[config.mk]
export PLATFORM = sky130hd
export DESIGN_NAME = slt_seq_unit
export DESIGN_NICKNAME = d
export VERILOG_FILES = /design/src/rtl/slt_seq_unit.sv
export SDC_FILE = /design/constraint.sdc
export NUM_CORES = 1
export LEC_CHECK = 0
export ABC_CLOCK_PERIOD_IN_PS = 4400
export CAP_MARGIN = 20
export CORE_MARGIN = 4
export CORE_UTILIZATION = 49
export CTS_BUF_LIST = sky130_fd_sc_hd__clkbuf_2
export DETAILED_ROUTE_END_ITERATION = 8
export GPL_ROUTABILITY_DRIVEN = 0
export GPL_TIMING_DRIVEN = 1
export PLACE_DENSITY = 0.84
export SETUP_SLACK_MARGIN = 0.15
export SLEW_MARGIN = 20
export SYNTH_ARGS = -nofsm -noshare
export SYNTH_HDL_FRONTEND = slang
export SYNTH_SLANG_ARGS = --single-unit
export TNS_END_PERCENT = 20
[constraint.sdc]
create_clock -name clk -period 4.4 [get_ports clk]
set_input_delay 0.88 -clock clk [delete_from_list [all_inputs] [get_ports clk]]
set_output_delay 0.88 -clock clk [all_outputs]
set_load 0.01 [all_outputs]
[src/rtl/slt_seq_unit.sv]
// rtl/slt_seq_unit.sv - multi-cycle sliced set-on-compare unit (SLT/SLTU/SEQ/SLE)
// Optional macro SLT_FLAGS_EN adds registered Diff and Flags outputs.
module slt_seq_unit #(
   parameter int WIDTH = 32,
   parameter int SLICE = 8
) (
   input  logic             clk,
   input  logic             rst,
   input  logic             start,
   input  logic [1:0]       op,
   input  logic [WIDTH-1:0] A,
   input  logic [WIDTH-1:0] B,
   output logic             ready,
   output logic             done,
`ifdef SLT_FLAGS_EN
   output logic [WIDTH-1:0] Diff,
   output logic [3:0]       Flags,
`endif
   output logic [WIDTH-1:0] Out
);

   localparam int NSLICE = WIDTH / SLICE;
   localparam int CW     = (NSLICE > 1) ? $clog2(NSLICE) : 1;
   localparam int IW     = (WIDTH > 1) ? $clog2(WIDTH) : 1;
   localparam logic [CW-1:0] LAST = CW'(NSLICE - 1);

   typedef enum logic [1:0] {
      S_IDLE = 2'd0,
      S_RUN  = 2'd1,
      S_DONE = 2'd2
   } state_t;

   state_t           state_q, state_d;
   logic [WIDTH-1:0] a_q, b_q;
   logic [1:0]       op_q;
   logic [CW-1:0]    cnt_q;
   logic             carry_q;
   logic             zero_q;
   logic             out_q;

   logic [IW-1:0]    base;
   logic [SLICE-1:0] a_s, nb_s;
   logic [SLICE:0]   sum;
   logic             last, accept;
   logic             cin_msb, ovf_n, sign_n, cout_n, zero_n, res;

`ifdef SLT_FLAGS_EN
   logic [WIDTH-1:0] diff_acc;
   logic [WIDTH-1:0] diff_full;
   logic [WIDTH-1:0] diff_q;
   logic [3:0]       flags_q;
`endif

   // Slice datapath: A_s + ~B_s + carry, with the carry registered between slices.
   always_comb begin
      base    = IW'(32'(cnt_q) * 32'(SLICE));
      a_s     = a_q[base +: SLICE];
      nb_s    = ~b_q[base +: SLICE];
      sum     = {1'b0, a_s} + {1'b0, nb_s} + {{SLICE{1'b0}}, carry_q};
      last    = (cnt_q == LAST);
      cout_n  = sum[SLICE];
      sign_n  = sum[SLICE-1];
      // Carry into the top bit recovered from its sum bit: s = a ^ b ^ cin.
      cin_msb = a_s[SLICE-1] ^ nb_s[SLICE-1] ^ sum[SLICE-1];
      ovf_n   = cin_msb ^ cout_n;
      zero_n  = zero_q & (sum[SLICE-1:0] == '0);
      case (op_q)
         2'b00:   res = sign_n ^ ovf_n;
         2'b01:   res = ~cout_n;
         2'b10:   res = zero_n;
         default: res = (sign_n ^ ovf_n) | zero_n;
      endcase
   end

   always_comb begin
      state_d = state_q;
      ready   = 1'b0;
      done    = 1'b0;
      accept  = 1'b0;
      case (state_q)
         S_IDLE: begin
            ready = 1'b1;
            if (start) begin
               accept  = 1'b1;
               state_d = S_RUN;
            end
         end
         S_RUN: begin
            if (last) begin
               state_d = S_DONE;
            end
         end
         S_DONE: begin
            ready = 1'b1;
            done  = 1'b1;
            if (start) begin
               accept  = 1'b1;
               state_d = S_RUN;
            end else begin
               state_d = S_IDLE;
            end
         end
         default: begin
            state_d = S_IDLE;
         end
      endcase
   end

   always_ff @(posedge clk) begin
      if (rst) begin
         state_q <= S_IDLE;
         a_q     <= '0;
         b_q     <= '0;
         op_q    <= 2'b00;
         cnt_q   <= '0;
         carry_q <= 1'b0;
         zero_q  <= 1'b1;
         out_q   <= 1'b0;
      end else begin
         state_q <= state_d;
         if (accept) begin
            a_q     <= A;
            b_q     <= B;
            op_q    <= op;
            cnt_q   <= '0;
            carry_q <= 1'b1;
            zero_q  <= 1'b1;
         end else if (state_q == S_RUN) begin
            carry_q <= cout_n;
            zero_q  <= zero_n;
            cnt_q   <= cnt_q + 1'b1;
            // Result is registered as DONE is entered so it is valid with the done pulse.
            if (last) begin
               out_q <= res;
            end
         end
      end
   end

   assign Out = {{(WIDTH-1){1'b0}}, out_q};

`ifdef SLT_FLAGS_EN
   always_comb begin
      diff_full                  = diff_acc;
      diff_full[base +: SLICE]   = sum[SLICE-1:0];
   end

   always_ff @(posedge clk) begin
      if (rst) begin
         diff_acc <= '0;
         diff_q   <= '0;
         flags_q  <= 4'b0000;
      end else if (state_q == S_RUN) begin
         diff_acc[base +: SLICE] <= sum[SLICE-1:0];
         if (last) begin
            diff_q  <= diff_full;
            flags_q <= {ovf_n, cout_n, sign_n, zero_n};
         end
      end
   end

   assign Diff  = diff_q;
   assign Flags = flags_q;
`endif

endmodule
Word-level counts from Yosys, hierarchy flattened

Index checks and enable logic that the tools add are counted.

Output and inout bits: 34
Flip-flop bits (word level): 73
Input port bits: 69

Shift operators: 2
Equality and inequality tests: 7
Add/sub/neg operators: 3
Bitwise gates (word level): 9
Reduce and logical (&&, ||, !) cells: 8
Multiplexer cells: 11

Operators by type and width:

| operator                                                              | count |
|---|---|
| 32-bit by 6-bit variable part select with 8-bit output                | 2 |
| 8-bit by 8-bit adder with 9-bit output                                | 1 |
| 9-bit by 1-bit adder with 9-bit output                                | 1 |
| 8-bit logical NOT                                                     | 1 |
| 8-bit inverter                                                        | 1 |
| 1-bit 2-to-1 mux                                                      | 7 |
| 2-bit equality test, second input constant                            | 3 |
| 2-bit case mux with 3 select lines                                    | 1 |
| 2-bit by 1-bit equality test with 1-bit output, second input constant | 2 |
| 2-bit logical NOT                                                     | 2 |
| 2-bit 2-to-1 mux                                                      | 2 |
| 2-bit != test, second input constant                                  | 2 |
| 2-bit OR reduction                                                    | 2 |
| 1-bit XOR                                                             | 4 |
| 1-bit case mux with 3 select lines                                    | 1 |
| 3-bit AND reduction                                                   | 1 |
| 2-bit by 1-bit adder with 2-bit output, second input constant         | 1 |
| 1-bit inverter                                                        | 2 |
| 2-bit AND reduction                                                   | 1 |
| 2-bit nonzero test                                                    | 1 |
| 1-bit bitwise AND                                                     | 1 |
| 1-bit bitwise OR                                                      | 1 |

Longest topological paths before layout

Gate-level depths: netlist of run 1.

Depth in word-level cells: 9
Gate-level depth with buffers: 12

Worst setup path after synthesis of run 1

Ideal clock, no wire load.

Kind: register to register
From: register cnt_q[0]
To: register out_q
Buffers on the path: 2
Data required time: 4325 ps
Arrival: 3056 ps
Cell stages (with the launch flop): 12
Setup slack: 1268 ps
Cells stage by stage: dfxtp_1 -> buf_2 -> buf_2 -> mux4_2 -> fa_1 -> fa_1 -> nor2b_1 -> o22ai_1 -> xnor2_1 -> nor4_1 -> o2111ai_2 -> o22ai_1

Longest elaborated chain between the ends: 9
Elaborated cells on any way between the ends: 16
Classes of those cells: add/sub: 2; eq/ne: 1; shift: 2; mux: 1; bitwise: 8; reduce/logical: 2

Ends and longest elaborated chain:

| item                                                   | line   | source |
|---|---|---|
| start: declaration                                     | 36     | `logic [CW-1:0] cnt_q;` |
| start signal: assignment                               | 131    | `cnt_q <= cnt_q + 1'b1;` |
| 32-bit by 6-bit variable part select with 8-bit output | 58     | `nb_s = ~b_q[base +: SLICE];` |
| 8-bit inverter                                         | 58     |  |
| 8-bit by 8-bit adder with 9-bit output                 | 59     | `sum = {1'b0, a_s} + {1'b0, nb_s} + {{SLICE{1'b0}}, carry_q};` |
| 9-bit by 1-bit adder with 9-bit output                 | 59     |  |
| 1-bit XOR                                              | 64     | `cin_msb = a_s[SLICE-1] ^ nb_s[SLICE-1] ^ sum[SLICE-1];` |
| 1-bit XOR                                              | 65     | `ovf_n = cin_msb ^ cout_n;` |
| 1-bit XOR                                              | 68, 71 |  |
| 1-bit bitwise OR                                       | 71     | `default: res = (sign_n ^ ovf_n) \| zero_n;` |
| 1-bit case mux with 3 select lines                     | 67     | `case (op_q)` |
| end signal: assignment                                 | 134    | `out_q <= res;` |
| end: declaration                                       | 39     | `logic out_q;` |

Several ways; a longest one is shown, not always the timed one.
A chain may end at the register's enable or synchronous reset.

Final worst setup path of run 1

Ends and elaborated chain as after synthesis.

==> results of run 1 <==
[area by class of cell]
type	count	area share (%)
multi-input cells	317	42.5
flip-flops and latches	73	33.9
repair buffers	74	16.9
well taps	96	2.78
clock inverters	6	1.89
clock buffers	10	1.16
inverters	11	0.957
[worst min-delay path by stage]
stage	startpoint	endpoint	cells past startpoint
global route	a_q[22]	a_q[22]	2
detailed placement	a_q[14]	a_q[14]	2
global placement	b_q[22]	b_q[22]	2
floorplan	a_q[16]	a_q[16]	2
finish	a_q[8]	a_q[8]	2
CTS	a_q[30]	a_q[30]	2
[synth_stat cells (3+ instances only)]
cell,n,area share [%]
a21oi_1,74,10
buf_1,4,0.42
buf_2,5,0.70
buf_4,32,6.8
clkbuf_1,18,1.9
dfxtp_1,73,41
ha_1,8,2.8
inv_1,11,1.2
mux4_2,16,10
nand2_1,140,15
nor2_1,6,0.63
nor2b_1,4,0.70
nor3_1,3,0.42
o211ai_1,3,0.63
o21ai_0,4,0.56
xnor2_1,4,0.99
[cell families (layout without fill, tap and decap cells)]
kind of cell,after synthesis,in the layout,share of synthesized area (%)
adders and majority gates,10,10,3.94
buffers and inverters,70,101,10.9
muxes,17,17,10.4
xor gates and xnor gates,5,5,1.23
DFF,73,73,41.1
AOI/OAI and AO/OA,90,90,13.8
other,1,31,0.105
and+or+nand+nor,164,164,18.5
[power by group through the flow]
stage	logic [mW]	clock network (mW)	registers, mW
2_1_floorplan	0.227	0	0.729
3_5_place_dp	0.300	0	0.743
5_1_grt	0.339	0.453	0.734
6_report	0.304	0.421	0.730
3_3_place_gp	0.289	0	0.742
4_1_cts	0.301	0.423	0.729
[state kept, by name, indices dropped and copies added, names as in the netlist]
name	cells
zero_q	1
b_q	32
carry_q	1
cnt_q	2
a_q	32
out_q	1
op_q	2
state_q	2
[critical path, delay by kind of cell, from the launching register on]
kind            cells  cell delay (ns)
fa+ha+maj           2             0.84
flops               1             0.70
compound gates      3             0.47
simple gates        2             0.46
buf+inv             2             0.37
mux                 1             0.25
xor+xnor            1             0.15
[stage by stage]
stage | hold slack (ns) | total power, mW | instance area [um2]
2_1_floorplan | 0.433 | 0.956 | 3670
3_3_place_gp | 0.442 | 1.03 | 4180
3_5_place_dp | 0.448 | 1.04 | 4180
4_1_cts | 0.472 | 1.45 | 4310
5_1_grt | 0.491 | 1.53 | 4310
6_report | 0.470 | 1.45 | 4310
[per-layer routing]
layer	track usage [%]	vias up	wire, um
li1	-	1484	-
met1	24.0	1401	3470
met2	29.8	127	3720
met3	6.03	23	652
met4	7.20	0	206
met5	0	-	0
==> flow_summary.toml, run 1 <==
[finish]
seqCellArea_um2 = 1460
multi_input_area_um2 = 1830
final_util_pct = 62.5
layout_common_cells = "nand2_1 (139), a21oi_1 (74), dfxtp_1 (73), clkdlybuf4s50_1 (70), conb_1 (31)"
layout.nets = 565
final_common_cell = "nand2_1"
fill_cells = 607
syn2layout_area_growth_pct = 21.4
drive_gt1_share_pct = 7.74
fin_cells = 587
antenna_cells = 0

[clocking]
hold_buffers = 0
cts_root_buf = "clkbuf_2"
postCtsSetupBuffers = 0
cts-resized-gates = 0
cts_max_level = 3
cts.sinks = 73
cts_max_path_buffers = 2
cts_made_buffers = 9
clk_latency_ns = 0.49
clk_pin_slew_ns = 0.20
cts_tree = "yes"

[floorplanning]
fp.dieW_um = 93.2
initial_core_util_pct = 51.5
ios = 103
coreArea_um2 = 6910
num_rows = 30
die_h_um = 93.2
die_area_um2 = 8680

[synthesis]
synth_edf_count = 0
yosysSeqAreaShare_pct = 41.1
avgSynthCellArea_um2 = 8.27
yosysWarnings = 0
synth-async-reset-ratio_pct = 0
synth_flop_cell = "dfxtp_1"
syn_area_um2 = 3550
syn_inst = 430
ys_ff_latch = 73
synth_cell_types = 33

[detailed_routing]
drt-pass1-iter-count = 5
wl_per_cell_um = 13.7
drc = 0
drtIter0Drc = 185
dr_total_vias = 3035
wirelength_um = 8040
ant_nets = 0
via_per_inst = 5.17

[worst_setup_path]
required_ns = 4.81
critPathLaunch = "cnt_q[0]"
crit_path_max_fanout = 10
cp-end-kind = "register"
rr_endpoint = "out_q"
crit_path_top_delay_cell = "dfxtp_1"
setup.worst_path.start_class = "register"
cpPeakStageDelay_ns = 0.70
cp-endpoint = "out_q"
r2r_slack_ns = 1.09
r2r-start = "cnt_q[0]"
cp.arrival_ns = 3.72
path_cells = "buf_4, mux4_2, inv_1, fa_1, fa_1, nor2b_1, o22ai_1, xnor2_1, nor4_1, o2111ai_2, o22ai_1"
r2r_cells = 11
worstSetupPathType = "reg2reg"

[power_and_ir_drop]
power.leakage_nw = 1.65
powerDensity_nw_per_um2 = 337
ir_worst_vdd_uv = 165
power.share.sequential_pct = 50.2
switching_power_mw = 0.414
p_comb_share_pct = 20.9
cellInternalPower_mw = 1.04
swShare_pct = 28.5
p_clk_share_pct = 28.9

[global_routing]
grt_pass1_vias = 2906
grt_first_pass_wirelength_um = 12800
grt_max_degree = 69
antenna_found_initial = 0
track_usage_pct = 18.8
grt_overflow = 0

[place]
port_buffers = 71
pre_cts_ws_ns = 1.19
dp_hpwl_um = 6080
dp_cells = 571

[outcome]
status = "finished, final reports clean"

[timing]
layout_setup_ws_ns = 1.09
relSlewSlack_pct = 45.7
slew_violations = 0
fmax_ghz = 0.302
post-route-period-util_pct = 75.3
rsz0062_at_grt = "false"
final-hold-violation-count = 0
fin_crit_ns = 3.31
finalSetupViolations = 0
skew_ns = 0.0286
fin_tns_setup_ns = 0
tightest_slew_ns = 0.815

[flow_run]
cap_violations = 0

[min_path]
hp-class = "reg2reg"
Power figures use the tool's default switching activity.
==> run 2: changes to the inputs <==
--- a/config.mk
+++ b/config.mk
@@ -5,7 +5,7 @@
 export SDC_FILE = /design/constraint.sdc
 export NUM_CORES = 1
 export LEC_CHECK = 0
-export ABC_CLOCK_PERIOD_IN_PS = 4400
+export ABC_CLOCK_PERIOD_IN_PS = 3100
 export CAP_MARGIN = 20
 export CORE_MARGIN = 4
 export CORE_UTILIZATION = 49
==> constraint.sdc (replaced) <==
create_clock -name clk -period 3.1 [get_ports clk]
set_input_delay 0.62 -clock clk [delete_from_list [all_inputs] [get_ports clk]]
set_output_delay 0.62 -clock clk [all_outputs]
set_load 0.01 [all_outputs]
==> run 2 against run 1 <==
Against the previous run:
- worst hold slack worse by 0.0041 ns
- global-route usage up 1.2 points
- wire length up 6.0%
- maximum frequency up 20%
- non-clock buffer count up 7
- register-to-register slack worse by 0.75 ns
- power up 43%
- largest power group unchanged
- cell count up 1.0%
- critical endpoint unchanged
- first-iteration DRC count up 14%
- sequential power up 41%
- final area up 1.6%
- clock power up 41%
==> flow_summary.toml, run 2 (same netlist as run 1, synthesis figures left out) <==
[outcome]
status = "finished, final reports clean"

[worst_setup_path]
setup.worst_path.start_class = "register"
cp.arrival_ns = 3.23
cp-end-kind = "register"
worstSetupPathType = "reg2reg"
required_ns = 3.57
crit_path_max_fanout = 10

[place]
port_buffers = 71
pre_cts_ws_ns = 0.281
dp_hpwl_um = 6340

[timing]
fin_tns_setup_ns = 0
rsz0062_at_grt = "false"
slew_violations = 0
layout_setup_ws_ns = 0.336
skew_ns = 0.0193
post-route-period-util_pct = 89.1
relSlewSlack_pct = 42.9
tightest_slew_ns = 0.857
final-hold-violation-count = 0
fin_crit_ns = 2.76
fmax_ghz = 0.362
finalSetupViolations = 0

[power_and_ir_drop]
power.leakage_nw = 1.69
powerDensity_nw_per_um2 = 475
ir_worst_vdd_uv = 373

[detailed_routing]
ant_nets = 0
wirelength_um = 8530
wl_per_cell_um = 14.4
dr_total_vias = 3082
via_per_inst = 5.20
drc = 0
drtIter0Drc = 210
drt-pass1-iter-count = 5

[flow_run]
cap_violations = 0

[finish]
reg_top3 = "a_q (32), b_q (32)"
final_common_cell = "nand2_1"
layout.nets = 572
antenna_cells = 0
syn2layout_area_growth_pct = 23.3
layout_common_cells = "nand2_1 (139), a21oi_1 (74), dfxtp_1 (71), clkdlybuf4s50_1 (70), conb_1 (31)"
drive_gt1_share_pct = 9.66

[clocking]
cts_made_buffers = 9
cts_max_path_buffers = 2
postCtsSetupBuffers = 0
clk_latency_ns = 0.53
cts.sinks = 73
hold_buffers = 0
cts_max_level = 3
cts_tree = "yes"
cts_root_buf = "clkbuf_2"
clk_pin_slew_ns = 0.20

[global_routing]
track_usage_pct = 20.0
grt_max_degree = 49
grt_pass1_vias = 2972
grt_overflow = 0
antenna_found_initial = 0
grt_first_pass_wirelength_um = 13700

[floorplanning]
initial_core_util_pct = 51.5
fp.dieW_um = 93.2
die_h_um = 93.2
ios = 103
coreArea_um2 = 6910
num_rows = 30
die_area_um2 = 8680

[min_path]
hp-class = "reg2reg"
## run 2: changes by cell type in the layout (fill, tap and decap cells not counted), sizes merged
cell    change
buf         +7
clkbuf      -1
## run 2: where the power goes
group | internal [mW] | switching [mW] | leakage (nW)
logic | 0.223 | 0.234 | 1.01
registers | 0.996 | 0.0339 | 0.600
clock network | 0.260 | 0.335 | 0.0796
## run 2: layout make-up
class                           count  area (um2)
Clock inverter                      6        82.6
Timing Repair Buffer               81         797
Inverter                           11        41.3
Tap cell                           96         120
Clock buffer                        9        45.0
Multi-Input combinational cell    317        1830
Sequential cell                    73        1460
Fill cell                         566        2520
## run 2: path summary, 6_finish.rpt
check        startpoint  endpoint  slack, ns  cells after the start
max            cnt_q[0]     out_q       0.34                     11
min reg2reg      a_q[5]    a_q[5]       0.47                      2
max reg2reg    cnt_q[0]     out_q       0.34                     11
min              a_q[5]    a_q[5]       0.47                      2
## run 2: what timing repair did
item / 4_1_cts / 5_1_grt
setup endpoints to repair: 0 / 2
hold endpoints to repair: 0 / 0
resized for setup: 0 / 4
## run 2: worst max-delay path, cell delays in order (launching register included)
cell and delay (ns):
dfxtp_2 0.38, buf_6 0.16, mux4_2 0.33, inv_1 0.05, fa_1 0.42, fa_1 0.42, nor2b_1 0.18, o221a_1 0.23
o21a_1 0.14, o21a_1 0.13, o2111ai_2 0.15, o22ai_1 0.14
## run 2: metal layers
metal	vias to the layer above	track usage [%]	share of wire, %
met5	-	0	0
met4	0	7.69	2.4
met3	28	5.15	7.6
met2	133	33.3	49
met1	1429	24.9	41
li1	1492	-	-
## run 2: per-stage QoR
stage               hold WS [ns]  instances  util (%)  power [mW]  instance area (um2)
floorplan                  0.433        460         -        1.36                 3680
global placement           0.441        578      61.4        1.47                 4240
detailed placement         0.447        578      61.4        1.49                 4240
CTS                        0.470        593      63.3        2.08                 4370
global route               0.493        593      63.5        2.18                 4380
finish                     0.466        593      63.5        2.08                 4380
==> run 3: changes to the inputs <==
--- a/config.mk
+++ b/config.mk
@@ -5,15 +5,16 @@
 export SDC_FILE = /design/constraint.sdc
 export NUM_CORES = 1
 export LEC_CHECK = 0
+export ABC_AREA = 1
 export ABC_CLOCK_PERIOD_IN_PS = 3100
 export CAP_MARGIN = 20
 export CORE_MARGIN = 4
-export CORE_UTILIZATION = 49
+export CORE_UTILIZATION = 50
 export CTS_BUF_LIST = sky130_fd_sc_hd__clkbuf_2
 export DETAILED_ROUTE_END_ITERATION = 8
 export GPL_ROUTABILITY_DRIVEN = 0
 export GPL_TIMING_DRIVEN = 1
-export PLACE_DENSITY = 0.84
+export PLACE_DENSITY = 0.9
 export SETUP_SLACK_MARGIN = 0.15
 export SLEW_MARGIN = 20
 export SYNTH_ARGS = -nofsm -noshare
==> run 3 against run 2 <==
Against the previous run:
- first-iteration DRC count up 120%
- via count up 16%
- cell count rose by 18%
- wire length is 8.1% higher
- setup slack better by 0.073 ns
- final area up 1.5%
- clock power down 14%
- critical path depth increased by 5
- sequential share of layout area is 0.43 points lower
- highest routed layer unchanged
==> flow_summary.toml, run 3 <==
[place]
place_area_um2 = 4330
dp_hpwl_um = 7080
port_buffers = 71
pre_cts_ws_ns = 0.190

[clocking]
cts_root_buf = "clkbuf_2"
cts_max_level = 3
cts_tree = "yes"
postCtsSetupBuffers = 0
cts_max_path_buffers = 2
cts-resized-gates = 0
cts.sinks = 73
cts_made_buffers = 9
clk_latency_ns = 0.53
clk_pin_slew_ns = 0.18
hold_buffers = 0

[synthesis]
synth_most_common_cell = "nor2_1"
yosys.area_share.adder_pct = 3.79
syn_inst = 538
synthMuxAreaShare_pct = 0
synth_cell_types = 26
yosysWarnings = 0
synth_flop_cell = "dfxtp_1"
syn_area_um2 = 3700
synth_xor_area_share_pct = 0
synth_top_family_by_area = "simple AND/OR/NAND/NOR gates"
synth_compound_area_share_pct = 17.9
avgSynthCellArea_um2 = 6.87
synth-async-reset-ratio_pct = 0
synth_area_leaders = "dfxtp_1 (40%), nor2_1 (16%), o21ai_0 (11%)"
synth_edf_count = 0
synth_common_cells = "nor2_1 (155), o21ai_0 (82), dfxtp_1 (73), nand2_1 (68), buf_4 (34)"
ys_ff_latch = 73
synth_top_area_share_pct = 39.5
synth-simple-area-share_pct = 25.4
yosysSeqAreaShare_pct = 39.5
yosysTopAreaCell = "dfxtp_1"

[finish]
syn2layout_area_growth_pct = 20.3
drive_gt1_share_pct = 4.83
stdcell_area_um2 = 4450
layout_common_cells = "nor2_1 (155), o21ai_0 (82), dfxtp_1 (71), clkdlybuf4s50_1 (71), nand2_1 (68)"
final_common_cell = "nor2_1"
layout.nets = 675
antenna_cells = 0
reg_top3 = "a_q (32), b_q (32)"

[floorplanning]
fp.dieW_um = 94.0
die_area_um2 = 8830
num_rows = 31
die_h_um = 94.0
ios = 103
initial_core_util_pct = 51.2
coreArea_um2 = 7210

[timing]
layout_setup_ws_ns = 0.410
hold_slack_ns = 0.499
fin_crit_ns = 2.69
finalSetupViolations = 0
final-hold-violation-count = 0
skew_ns = 0.0272
rsz0062_at_grt = "false"
slew_violations = 0
fin_tns_setup_ns = 0
fmax_ghz = 0.372
post-route-period-util_pct = 86.8

[worst_setup_path]
cp-end-kind = "register"
cpPeakStageDelay_ns = 0.44
r2r_cells = 16
worstSetupPathType = "reg2reg"
r2r-start = "cnt_q[0]"
critPathLaunch = "cnt_q[0]"
cp_common_cell = "nand2_1"
rr_endpoint = "out_q"
crit_path_top_delay_cell = "dfxtp_4"
required_ns = 3.56
path_cells = "inv_4, nand2_1, a32o_1, fa_1, fa_1, inv_1, nand2_1, nand2_1, nand2_1, nand2_1, nand2_1, inv_1, nand2_1, nor2_2, nand4_1, a21oi_1"
r2r_slack_ns = 0.41
setup.worst_path.start_class = "register"
cp.arrival_ns = 3.15
crit_path_max_fanout = 19

[power_and_ir_drop]
ir_worst_vdd_uv = 251
power.leakage_nw = 1.95
powerDensity_nw_per_um2 = 501
fin_total_pwr_mw = 2.23

[detailed_routing]
via_per_inst = 5.13
drt-pass1-iter-count = 5
drc = 0
ant_nets = 0
drtIter0Drc = 452
wl_per_cell_um = 13.2
dr_total_vias = 3589
wirelength_um = 9210

[global_routing]
grt_overflow = 0
antenna_found_initial = 0
grt_first_pass_wirelength_um = 15200
track_usage_pct = 21.7
grt_pass1_vias = 3294
grt_max_degree = 37

[min_path]
hold_end = "b_q[10]"
hold_depth = 2
hp-class = "reg2reg"
min_from = "b_q[10]"

[outcome]
status = "finished, final reports clean"

[flow_run]
cap_violations = 0
run 3: cell types whose count changed in the layout (fill, tap and decap cells not counted), moves of 9 or more:
cell and delta:
o21ai_0 +78, nand2_1 -71, mux4_2 -16, nand3_1 +9
nor2_1 +149, a21oi_1 -55, inv_1 +13
run 3: how the worst max path moves through the flow:
stage / end / slack (ns) / cells past startpoint
6_report: out_q / 0.41 / 16
5_1_grt: out_q / 0.22 / 16
4_1_cts: out_q / 0.16 / 16
3_5_place_dp: out_q / 0.19 / 16
3_3_place_gp: out_q / 0.36 / 16
2_1_floorplan: out_q / 0.54 / 18
run 3: per-stage QoR:
stage / utilization [%] / instances
3_3_place_gp: 60.0 / 684
6_report: 61.7 / 700
5_1_grt: 61.7 / 700
2_1_floorplan: - / 568
4_1_cts: 61.5 / 700
3_5_place_dp: 60.0 / 684
run 3: layout make-up:
type	instances	area, um2
clock buffers	10	50.0
fillers	625	2770
clock inverters	6	58.8
flip-flops and latches	73	1470
inverters	30	118
multi-input cells	403	1860
repair buffers	79	771
well taps	99	124
run 3: logic make-up (layout without fill, tap and decap cells):
group,Yosys count,after routing
other cells,1,31
compound gates,121,121
flops,73,73
simple gates,241,241
fa+ha+maj,10,10
buf+inv,92,125
run 3: per-layer routing:
layer  share of wire (%)  track usage, %
met1                  43            28.3
met2                  44            34.1
met3                 9.3            5.21
met4                 3.7            9.15
met5                   0               0
run 3: critical path, delay by kind of cell, from the launching register on:
family | cells | cell delay (ns)
AND/OR/NAND/NOR | 9 | 0.67
buffers and inverters | 3 | 0.31
flip-flops | 1 | 0.44
AO/OA/AOI/OAI | 2 | 0.37
adder cells (fa/ha/maj) | 2 | 0.85
run 3: power breakdown:
part | total (mW) | switching [mW] | internal, mW
logic | 0.643 | 0.375 | 0.268
registers | 1.07 | 0.0566 | 1.02
clock network | 0.513 | 0.328 | 0.185
